### config.mk
export PLATFORM = sky130hd
export DESIGN_NAME = axi_slave_lite_flat
export DESIGN_NICKNAME = d
export VERILOG_FILES = /design/src/rtl/axi_slave_lite_pkg.sv /design/src/rtl/axi_slave_lite_if.sv /design/src/rtl/axi_slave_lite_regfile.sv /design/src/rtl/axi_slave_lite.sv /design/src/flat_wrapper.sv
export SDC_FILE = /design/constraint.sdc
export NUM_CORES = 1
export LEC_CHECK = 0
export ABC_AREA = 0
export BUFFER_PORTS_ARGS = -buffer_cell sky130_fd_sc_hd__buf_2
export CAP_MARGIN = 30
export CORE_UTILIZATION = 60
export CTS_CLUSTER_DIAMETER = 100
export DETAILED_ROUTE_END_ITERATION = 7
export GPL_TIMING_DRIVEN = 0
export MAX_ROUTING_LAYER = met4
export PLACE_DENSITY = 0.78
export SLEW_MARGIN = 10
export SYNTH_ARGS = -nofsm -noshare
export SYNTH_HDL_FRONTEND = slang
export SYNTH_SLANG_ARGS = --single-unit
export TNS_END_PERCENT = 50
### constraint.sdc
create_clock -name aclk -period 22.8 [get_ports aclk]
set_input_delay 1.14 -clock aclk [delete_from_list [all_inputs] [get_ports aclk]]
set_output_delay 1.14 -clock aclk [all_outputs]
set_load 0.01 [all_outputs]
### src/rtl/axi_slave_lite_pkg.sv
`default_nettype none
// ============================================================================
// Module : axi_lite_pkg
// Brief  : Shared types for the AXI4-Lite register slave: response codes
//          and the transaction FSM state encoding.
// Rev    : 1.0  initial release
// ============================================================================
package axi_lite_pkg;

  typedef logic [1:0] resp_t;

  localparam resp_t RESP_OKAY   = 2'b00;
  localparam resp_t RESP_SLVERR = 2'b10;

  typedef enum logic [2:0] {
    IDLE   = 3'd0,
    W_ADDR = 3'd1,
    W_DATA = 3'd2,
    W_RESP = 3'd3,
    R_ADDR = 3'd4,
    R_DATA = 3'd5
  } state_t;

endpackage : axi_lite_pkg
`default_nettype wire

### src/rtl/axi_slave_lite_if.sv
`default_nettype none
// ============================================================================
// Module : axi_slave_lite_if
// Brief  : AXI4-Lite channel bundle (AW, W, B, AR, R) with master and slave
//          views.
// Rev    : 1.0  initial release
// ============================================================================
interface axi_slave_lite_if #(
  parameter int ADDR_WIDTH = 32,
  parameter int DATA_WIDTH = 32,
  parameter int STRB_WIDTH = DATA_WIDTH / 8
);
  logic                  awvalid;
  logic [ADDR_WIDTH-1:0] awaddr;
  logic                  awready;
  logic                  wvalid;
  logic [DATA_WIDTH-1:0] wdata;
  logic [STRB_WIDTH-1:0] wstrb;
  logic                  wready;
  logic                  bready;
  logic [1:0]            bresp;
  logic                  bvalid;
  logic                  arvalid;
  logic [ADDR_WIDTH-1:0] araddr;
  logic                  arready;
  logic                  rready;
  logic                  rvalid;
  logic [DATA_WIDTH-1:0] rdata;
  logic [1:0]            rresp;

  modport slave (
    input  awvalid, awaddr, wvalid, wdata, wstrb, bready, arvalid, araddr, rready,
    output awready, wready, bresp, bvalid, arready, rvalid, rdata, rresp
  );

  modport master (
    output awvalid, awaddr, wvalid, wdata, wstrb, bready, arvalid, araddr, rready,
    input  awready, wready, bresp, bvalid, arready, rvalid, rdata, rresp
  );

endinterface : axi_slave_lite_if
`default_nettype wire

### src/rtl/axi_slave_lite_regfile.sv
`default_nettype none
// ============================================================================
// Module : axi_lite_regfile
// Brief  : NUM_REGS x DATA_WIDTH register array with one byte-strobed write
//          port and one combinational read port; cleared by reset.
// Rev    : 1.0  initial release
// ============================================================================
module axi_lite_regfile #(
  parameter int NUM_REGS   = 16,
  parameter int DATA_WIDTH = 32,
  parameter int STRB_WIDTH = DATA_WIDTH / 8,
  parameter int IDX_WIDTH  = (NUM_REGS > 1) ? $clog2(NUM_REGS) : 1
) (
  input  wire logic                  clk,
  input  wire logic                  rst,
  input  wire logic                  i_we,
  input  wire logic [IDX_WIDTH-1:0]  i_widx,
  input  wire logic [DATA_WIDTH-1:0] i_wdata,
  input  wire logic [STRB_WIDTH-1:0] i_wstrb,
  input  wire logic [IDX_WIDTH-1:0]  i_ridx,
  output logic      [DATA_WIDTH-1:0] o_rdata
);

  logic [DATA_WIDTH-1:0] r_regs [NUM_REGS];

  // Storage: clear on reset, otherwise update only the enabled byte lanes.
  always_ff @(posedge clk or posedge rst) begin
    if (rst) begin
      for (int i = 0; i < NUM_REGS; i++) begin
        r_regs[i] <= '0;
      end
    end else if (i_we) begin
      for (int b = 0; b < STRB_WIDTH; b++) begin
        if (i_wstrb[b]) begin
          r_regs[i_widx][8*b +: 8] <= i_wdata[8*b +: 8];
        end
      end
    end
  end

  // The caller only uses this value when the index is in range.
  assign o_rdata = r_regs[i_ridx];

endmodule : axi_lite_regfile
`default_nettype wire

### src/rtl/axi_slave_lite.sv
`default_nettype none
// ============================================================================
// Module : axi_slave_lite
// Brief  : AXI4-Lite slave fronting a word-indexed register window at
//          BASE_ADDR. One transaction at a time; a write wins over a read.
// Rev    : 1.0  initial release
// ============================================================================
module axi_slave_lite
  import axi_lite_pkg::*;
#(
  parameter int                    ADDR_WIDTH = 32,
  parameter int                    DATA_WIDTH = 32,
  parameter int                    STRB_WIDTH = DATA_WIDTH / 8,
  parameter int                    NUM_REGS   = 16,
  parameter logic [ADDR_WIDTH-1:0] BASE_ADDR  = 32'hFFFF_0000
) (
  input wire logic          aclk,
  input wire logic          arst,
  axi_slave_lite_if.slave   bus
);

  localparam int                    IDX_WIDTH  = (NUM_REGS > 1) ? $clog2(NUM_REGS) : 1;
  localparam logic [ADDR_WIDTH-1:0] c_num_regs = ADDR_WIDTH'(NUM_REGS);

  state_t r_state, w_state_nxt;

  logic                  r_awready, w_awready_nxt;
  logic                  r_wready,  w_wready_nxt;
  logic                  r_arready, w_arready_nxt;
  logic                  r_bvalid,  w_bvalid_nxt;
  resp_t                 r_bresp,   w_bresp_nxt;
  logic                  r_rvalid,  w_rvalid_nxt;
  logic [DATA_WIDTH-1:0] r_rdata,   w_rdata_nxt;
  resp_t                 r_rresp,   w_rresp_nxt;
  logic [ADDR_WIDTH-1:0] r_awaddr,  w_awaddr_nxt;

  logic [ADDR_WIDTH-1:0] w_aw_off;
  logic [ADDR_WIDTH-1:0] w_ar_off;
  logic                  w_aw_ok;
  logic                  w_ar_ok;
  logic                  w_we;
  logic [DATA_WIDTH-1:0] w_rf_rdata;

  // Address decode: an address below BASE_ADDR wraps to a huge offset and
  // therefore fails the same range check as one past the window.
  assign w_aw_off = r_awaddr - BASE_ADDR;
  assign w_ar_off = bus.araddr - BASE_ADDR;
  assign w_aw_ok  = (w_aw_off < c_num_regs);
  assign w_ar_ok  = (w_ar_off < c_num_regs);

  axi_lite_regfile #(
    .NUM_REGS   (NUM_REGS),
    .DATA_WIDTH (DATA_WIDTH),
    .STRB_WIDTH (STRB_WIDTH),
    .IDX_WIDTH  (IDX_WIDTH)
  ) u_regfile (
    .clk     (aclk),
    .rst     (arst),
    .i_we    (w_we),
    .i_widx  (w_aw_off[IDX_WIDTH-1:0]),
    .i_wdata (bus.wdata),
    .i_wstrb (bus.wstrb),
    .i_ridx  (w_ar_off[IDX_WIDTH-1:0]),
    .o_rdata (w_rf_rdata)
  );

  // State register.
  always_ff @(posedge aclk or posedge arst) begin
    if (arst) r_state <= IDLE;
    else      r_state <= w_state_nxt;
  end

  // Next state and next values of every registered output; ready strobes are
  // raised on the edge entering their state so they are high for that state.
  always_comb begin
    w_state_nxt   = r_state;
    w_awready_nxt = 1'b0;
    w_wready_nxt  = 1'b0;
    w_arready_nxt = 1'b0;
    w_bvalid_nxt  = r_bvalid;
    w_bresp_nxt   = r_bresp;
    w_rvalid_nxt  = r_rvalid;
    w_rdata_nxt   = r_rdata;
    w_rresp_nxt   = r_rresp;
    w_awaddr_nxt  = r_awaddr;
    w_we          = 1'b0;
    case (r_state)
      IDLE: begin
        if (bus.awvalid && bus.wvalid) begin
          w_state_nxt   = W_ADDR;
          w_awready_nxt = 1'b1;
        end else if (bus.arvalid) begin
          w_state_nxt   = R_ADDR;
          w_arready_nxt = 1'b1;
        end
      end
      W_ADDR: begin
        w_awaddr_nxt = bus.awaddr;
        w_state_nxt  = W_DATA;
        w_wready_nxt = 1'b1;
      end
      W_DATA: begin
        if (bus.wvalid) begin
          w_we         = w_aw_ok;
          w_bresp_nxt  = w_aw_ok ? RESP_OKAY : RESP_SLVERR;
          w_bvalid_nxt = 1'b1;
          w_state_nxt  = W_RESP;
        end else begin
          w_wready_nxt = 1'b1;
        end
      end
      W_RESP: begin
        if (bus.bready) begin
          w_bvalid_nxt = 1'b0;
          w_state_nxt  = IDLE;
        end
      end
      R_ADDR: begin
        w_rvalid_nxt = 1'b1;
        w_rdata_nxt  = w_ar_ok ? w_rf_rdata : '0;
        w_rresp_nxt  = w_ar_ok ? RESP_OKAY : RESP_SLVERR;
        w_state_nxt  = R_DATA;
      end
      R_DATA: begin
        if (bus.rready) begin
          w_rvalid_nxt = 1'b0;
          w_state_nxt  = IDLE;
        end
      end
      default: w_state_nxt = IDLE;
    endcase
  end

  // Output and address registers.
  always_ff @(posedge aclk or posedge arst) begin
    if (arst) begin
      r_awready <= 1'b0;
      r_wready  <= 1'b0;
      r_arready <= 1'b0;
      r_bvalid  <= 1'b0;
      r_bresp   <= RESP_OKAY;
      r_rvalid  <= 1'b0;
      r_rdata   <= '0;
      r_rresp   <= RESP_OKAY;
      r_awaddr  <= '0;
    end else begin
      r_awready <= w_awready_nxt;
      r_wready  <= w_wready_nxt;
      r_arready <= w_arready_nxt;
      r_bvalid  <= w_bvalid_nxt;
      r_bresp   <= w_bresp_nxt;
      r_rvalid  <= w_rvalid_nxt;
      r_rdata   <= w_rdata_nxt;
      r_rresp   <= w_rresp_nxt;
      r_awaddr  <= w_awaddr_nxt;
    end
  end

  assign bus.awready = r_awready;
  assign bus.wready  = r_wready;
  assign bus.arready = r_arready;
  assign bus.bvalid  = r_bvalid;
  assign bus.bresp   = r_bresp;
  assign bus.rvalid  = r_rvalid;
  assign bus.rdata   = r_rdata;
  assign bus.rresp   = r_rresp;

endmodule : axi_slave_lite
`default_nettype wire

### src/flat_wrapper.sv
// flat-port wrapper written by rule: the top's interface ports become plain ports
module axi_slave_lite_flat import axi_lite_pkg::*;
#(
  parameter int                    ADDR_WIDTH = 32,
  parameter int                    DATA_WIDTH = 32,
  parameter int                    STRB_WIDTH = DATA_WIDTH / 8,
  parameter int                    NUM_REGS   = 16,
  parameter logic [ADDR_WIDTH-1:0] BASE_ADDR  = 32'hFFFF_0000
)
  (aclk, arst, bus_awvalid, bus_awaddr, bus_wvalid, bus_wdata, bus_wstrb, bus_bready, bus_arvalid, bus_araddr, bus_rready, bus_awready, bus_wready, bus_bresp, bus_bvalid, bus_arready, bus_rvalid, bus_rdata, bus_rresp);
  axi_slave_lite_if #(.ADDR_WIDTH(ADDR_WIDTH), .DATA_WIDTH(DATA_WIDTH), .STRB_WIDTH(STRB_WIDTH)) bus_i ();
  input wire logic aclk;
  input wire logic arst;
  input wire logic [$bits(bus_i.awvalid)-1:0] bus_awvalid;
  input wire logic [$bits(bus_i.awaddr)-1:0] bus_awaddr;
  input wire logic [$bits(bus_i.wvalid)-1:0] bus_wvalid;
  input wire logic [$bits(bus_i.wdata)-1:0] bus_wdata;
  input wire logic [$bits(bus_i.wstrb)-1:0] bus_wstrb;
  input wire logic [$bits(bus_i.bready)-1:0] bus_bready;
  input wire logic [$bits(bus_i.arvalid)-1:0] bus_arvalid;
  input wire logic [$bits(bus_i.araddr)-1:0] bus_araddr;
  input wire logic [$bits(bus_i.rready)-1:0] bus_rready;
  output wire logic [$bits(bus_i.awready)-1:0] bus_awready;
  output wire logic [$bits(bus_i.wready)-1:0] bus_wready;
  output wire logic [$bits(bus_i.bresp)-1:0] bus_bresp;
  output wire logic [$bits(bus_i.bvalid)-1:0] bus_bvalid;
  output wire logic [$bits(bus_i.arready)-1:0] bus_arready;
  output wire logic [$bits(bus_i.rvalid)-1:0] bus_rvalid;
  output wire logic [$bits(bus_i.rdata)-1:0] bus_rdata;
  output wire logic [$bits(bus_i.rresp)-1:0] bus_rresp;
  assign bus_i.awvalid = bus_awvalid;
  assign bus_i.awaddr = bus_awaddr;
  assign bus_i.wvalid = bus_wvalid;
  assign bus_i.wdata = bus_wdata;
  assign bus_i.wstrb = bus_wstrb;
  assign bus_i.bready = bus_bready;
  assign bus_i.arvalid = bus_arvalid;
  assign bus_i.araddr = bus_araddr;
  assign bus_i.rready = bus_rready;
  assign bus_awready = bus_i.awready;
  assign bus_wready = bus_i.wready;
  assign bus_bresp = bus_i.bresp;
  assign bus_bvalid = bus_i.bvalid;
  assign bus_arready = bus_i.arready;
  assign bus_rvalid = bus_i.rvalid;
  assign bus_rdata = bus_i.rdata;
  assign bus_rresp = bus_i.rresp;
  axi_slave_lite #(.ADDR_WIDTH(ADDR_WIDTH), .DATA_WIDTH(DATA_WIDTH), .STRB_WIDTH(STRB_WIDTH), .NUM_REGS(NUM_REGS), .BASE_ADDR(BASE_ADDR)) u_core (.aclk(aclk), .arst(arst), .bus(bus_i));
endmodule
Yosys cells after proc, flatten, opt, wreduce, memory -nomap -nowiden:

Index checks and enable logic that the tools add are counted.

* register bits after elaboration: 588
* output and inout port bits: 41

* add/subtract/negate cells: 2
* order comparisons: 5
* equality and inequality tests: 9
* mux-type cells: 45
* bitwise logic cells: 2
* reduce and logical (&&, ||, !) cells: 9

Operator list (count)
* 512-bit 2-to-1 mux: 7
* 512-bit bitwise mux: 4
* 32-bit demux with 4-bit select: 4
* 32-bit binary-select mux with 4-bit select: 1
* 32-bit 2-to-1 mux: 4
* 32-bit by 5-bit < comparator with 1-bit output, second input constant: 2
* 32-bit subtractor, second input constant: 2
* 24-bit 2-to-1 mux: 1
* 3-bit one-hot mux with 6 select lines: 1
* 16-bit 2-to-1 mux: 1
* 3-bit 2-to-1 mux: 5
* 1-bit 2-to-1 mux: 11
* 5-bit >= comparator, second input constant: 2
* 4-bit inverter with 5-bit output: 2
* 8-bit 2-to-1 mux: 1
* 3-bit by 2-bit == test with 1-bit output, second input constant: 2
* 3-bit == test, second input constant: 2
* 2-bit != test, second input constant: 3
* 1-bit one-hot mux with 2 select lines: 3
* 5-bit by 1-bit < comparator with 1-bit output, second input constant: 1
* 2-bit 2-to-1 mux: 2
* 2-bit AND reduction: 2
* 4-bit AND reduction: 1
* 2-bit nonzero test: 2
* 5 further kinds: 6

Depth between registers and ports, before layout:

* word-level depth: 17
* depth in mapped cells: 7
* depth with buffers taken out: 5

Hierarchy:

A second synthesis with hierarchy kept.

* cell total of the unflattened synthesis: 1652
* area total of the unflattened synthesis: 26554.2 um^2

By module, submodules not included
* axi_lite_regfile: times used 1, cells an instance 1436, area an instance 23562.6 um^2
* axi_slave_lite: times used 1, cells an instance 216, area an instance 2991.6 um^2

Least setup slack after synthesis:

OpenSTA, ideal clock, no wires.

* path kind: input to register
* from: in bus_araddr[0]
* to: reg u_core.r_rdata[0], in the netlist u_core.bus.rdata[0]
* arrival: 2.807 ns
* slack: 19.860 ns
* stages: 6
* path through: buf_2 buf_2 mux4_2 mux4_2 inv_1 o21ai_0

* longest elaborated chain between the ends: 6
* elaborated cells on any way between the ends: 7
* those cells by class: add/sub: 1; order compare: 1; mux: 4; bitwise: 1

RTL lines
* start: declaration: RTL line flat_wrapper.sv:21 `input wire logic [$bits(bus_i.araddr)-1:0] bus_araddr;`
* 32-bit subtractor (*): RTL line axi_slave_lite.sv:47 `assign w_ar_off = bus.araddr - BASE_ADDR;`
* branches (longest 4 deep; another with 32-bit by 5-bit < comparator with 1-bit output)
* 32-bit 2-to-1 mux (*): RTL line axi_slave_lite.sv:120 `w_rdata_nxt = w_ar_ok ? w_rf_rdata : '0;`
* end signal: assignment: RTL line axi_slave_lite.sv:153 `r_rdata <= w_rdata_nxt;`
* end: declaration: RTL line axi_slave_lite.sv:33 `logic [DATA_WIDTH-1:0] r_rdata, w_rdata_nxt;`

Mark *: on every way between the ends. The select of a mux whose other input is x is not followed.
A chain may end at the register's enable or synchronous reset.

Final worst setup path:

* from: in bus_araddr[1]
* to: reg u_core.r_rdata[15], in the netlist u_core.bus.rdata[15]

The elaborated chain is that of the path after synthesis.

==> parameters.txt <==
Parameter                              Value

CTS
  Hold buffers post-CTS    0
  Register clock-pin slew on the reported worst setup and hold paths    0.06 ns
  Clock Latency Late Sink    0.62 ns
  Clock Tree Root    sky130_fd_sc_hd__clkbuf_16
  Post-CTS Repair Setup Buffers    0
  Clock sink count    586
  CTS-repair resized insts    0
  Inserted Clock Buffers    59
  Buffers from clock root to sink, at most    3
  TritonCTS clock tree    built
  CTS HTree Levels    2

Timing
  Hold violation total from the final report    0
  Setup slack of the critical path after layout    19.67 ns
  RSZ-0062 raised after global routing    false
  Final TNS setup    0 ns
  Actual slew at the worst max-slew pin    1.029 ns
  Max-slew violation total from the final report    0
  Rel. slew slack    0.3141
  Tcrit/Tclk final    0.1374
  Clock tree skew after final layout    0.01529 ns
  Setup-failing EPs final    0
  Clock period minus worst slack    3.133 ns
  Maximum clock rate    319.2 MHz

Routing
  Vias per std cell    6.189
  Number of nets with antenna violations after routing    0
  Violation count after the first detailed-route iteration    1354
  Routed wire length    65200 um
  DR WL/cell    25.08 um
  Vias    16085
  Remaining routing DRC violations    0
  First-pass DRT Iterations    5

Critical path
  Crit-path max FO    10
  Worst Setup End Kind    register
  Setup crit start kind    input port
  Destination of the worst register-to-register timing path    u_core.u_regfile.r_regs[82]
  Worst reg2reg setup slack    20.19 ns
  Data required time at the worst endpoint    23.25 ns
  Worst R2R Path Depth    7
  Beginning of the worst register-to-register path    u_core.r_awaddr[18]
  Crit path arrival time    3.59 ns
  Start-to-end type of the worst setup path    in2reg

Synthesis
  Top area cells in the synthesized netlist    sky130_fd_sc_hd__dfrtp_1 53%, sky130_fd_sc_hd__mux2_2 22%, sky130_fd_sc_hd__mux4_2 13%, sky130_fd_sc_hd__nand4b_4 4.2%, sky130_fd_sc_hd__nand2_1 1.5%
  Synth warn    0
  Post-synth top area cell    sky130_fd_sc_hd__dfrtp_1
  Number of synthesized flops with an enable pin    0
  Share of synthesized area occupied by flip-flops and latches    0.5262
  Number of distinct library cells after synthesis    46
  Share of the synthesized area in the top cell type    0.5262
  Post-synthesis instance area    27870 um2
  Syn Area/Cell    16.03 um2
  Post-synthesis instance total    1739
  Total of flip-flops plus latches after synthesis    586
  Count leader, synth    sky130_fd_sc_hd__dfrtp_1
  Asr flop ratio synth    1.000
  Primary FF master, synth    sky130_fd_sc_hd__dfrtp_1
  Cell types with the highest counts after synthesis    586 x sky130_fd_sc_hd__dfrtp_1, 543 x sky130_fd_sc_hd__mux2_2, 160 x sky130_fd_sc_hd__mux4_2, 110 x sky130_fd_sc_hd__nand2_1, 49 x sky130_fd_sc_hd__nand4b_4

Global route
  Overall Global Routing Usage    0.2986
  Antenna violations before repair    3
  Maximum number of pins on one net before global-route repair    118
  Global-route wire length before repair    102100 um
  Grt total ovfl    0
  Vias in the first global route    17230

Finish
  Area growth syn-to-layout    13.12%
  NumNets Final    2055
  Share of post-route cells with drive strength above 1    0.5276

Floorplan
  Core outline area    45580 um2
  Chip Width    217.5 um
  Initial core utilization    0.6115
  Full die area    47310 um2
  Die span in y    217.5 um
  I/O Pins    148
  Standard-cell row count    78

Status
  Outcome    finished, final reports clean

Placement
  IO Port Bufs    138
  Gpl congestion    0.9107
  Dpl hpwl    43260 um
  Pre-CTS setup slack    18.87 ns

Power and ir drop
  Peak supply drop    0.00006154 V
  PwrDens    77.78 nW/um2
  Static Leakage    16.12 nW

Flow run
  Max-cap violations    0

Hold path
  Hold Crit Class    in2async
[power by group]
part	leakage (nW)	switching (mW)	total (mW)	internal, mW
Sequential	8.10	0.0307	1.11	1.08
Combinational	7.03	0.230	0.353	0.123
Clock	0.994	0.403	0.993	0.590
[cells in the final DEF, fill, tap and decap left out, types with 3 or more instances in the layout]
master / instances
sky130_fd_sc_hd__buf_16: 5
sky130_fd_sc_hd__clkbuf_1: 49
sky130_fd_sc_hd__clkbuf_8: 16
sky130_fd_sc_hd__clkbuf_16: 61
sky130_fd_sc_hd__dlygate4sd3_1: 24
sky130_fd_sc_hd__buf_4: 13
sky130_fd_sc_hd__dlygate4sd1_1: 11
sky130_fd_sc_hd__clkinv_2: 13
sky130_fd_sc_hd__nand4b_4: 49
sky130_fd_sc_hd__bufinv_16: 5
sky130_fd_sc_hd__nor3_1: 11
sky130_fd_sc_hd__a21oi_1: 8
sky130_fd_sc_hd__mux2_2: 543
sky130_fd_sc_hd__inv_1: 34
sky130_fd_sc_hd__nand2_1: 110
sky130_fd_sc_hd__buf_8: 16
sky130_fd_sc_hd__nor4_1: 7
sky130_fd_sc_hd__o21ai_0: 36
sky130_fd_sc_hd__dfrtp_1: 586
sky130_fd_sc_hd__nand4b_2: 3
sky130_fd_sc_hd__nor2_1: 16
sky130_fd_sc_hd__buf_2: 156
sky130_fd_sc_hd__mux4_2: 160
sky130_fd_sc_hd__nand4_1: 7
sky130_fd_sc_hd__and4b_1: 10
sky130_fd_sc_hd__buf_6: 3
sky130_fd_sc_hd__diode_2: 3
sky130_fd_sc_hd__nand2b_1: 7
[metal layers]
layer  routed length (um)  track usage  vias up
met2                31800       0.4619      514
li1                     -            -     6936
met5                    0            -        -
met4                 2104       0.1148        0
met1                27130       0.3923     8503
met3                 4161      0.06053      132
[sequential cells by signal, summed over array words and instances (netlist names)]
signal / flops
u_core.u_regfile.r_regs: 512
u_core.bus.rdata: 32
u_core.r_awaddr: 32
u_core.r_state: 3
u_core.bus.arready: 1
u_core.bus.awready: 1
u_core.bus.bresp: 1
u_core.bus.bvalid: 1
u_core.bus.rresp: 1
u_core.bus.rvalid: 1
u_core.bus.wready: 1
[area by class of cell]
class | instances | area [um2]
buffer | 122 | 928.4
timing repair buffer | 147 | 880.8
sequential | 586 | 14660
inverter | 35 | 138.9
clock inverter | 21 | 239.0
tap | 600 | 750.7
fill | 2980 | 14050
multi-input combinational | 997 | 12150
clock buffer | 88 | 1768
antenna | 3 | 7.507
[logic make-up after synthesis]
group / after synthesis / synth area share
multiplexers: 703 / 0.3487
flip-flops: 586 / 0.5262
AND/OR/NAND/NOR: 239 / 0.07646
buffers and inverters: 157 / 0.03803
AO/OA/AOI/OAI: 52 / 0.01015
XOR/XNOR: 1 / 0.0003143
other: 1 / 0.0001346
[how the worst max path moves through the flow]
stage	startpoint	to	slack, ns
floorplan	arst	u_core.bus.arready	5.26
global placement	arst	u_core.u_regfile.r_regs[47]	0.17
detailed placement	bus_araddr[1]	u_core.bus.rdata[4]	18.87
CTS	bus_araddr[1]	u_core.bus.rdata[4]	19.53
global route	bus_araddr[1]	u_core.bus.rdata[10]	19.62
finish	bus_araddr[1]	u_core.bus.rdata[15]	19.67
[per-stage QoR]
stage / utilization / hold WS [ns] / instance area (um2) / power, mW / std cells
floorplan: - / 0.4738 / 27870 / 1.376 / 1740
global placement: 0.6432 / 0.4564 / 29310 / 1.461 / 2478
detailed placement: 0.6472 / 0.4677 / 29500 / 1.477 / 2486
CTS: 0.6912 / 0.4472 / 31500 / 2.469 / 2595
global route: 0.6917 / 0.4685 / 31530 / 2.537 / 2599
finish: 0.6917 / 0.4654 / 31530 / 2.452 / 2599
[critical path: stages]
cell                       delay [ns]
sky130_fd_sc_hd__clkbuf_1        0.63
sky130_fd_sc_hd__clkbuf_1        0.74
sky130_fd_sc_hd__mux4_2          0.43
sky130_fd_sc_hd__mux4_2          0.49
sky130_fd_sc_hd__inv_1           0.06
sky130_fd_sc_hd__o21ai_0         0.07
Power figures use the tool's default switching activity.
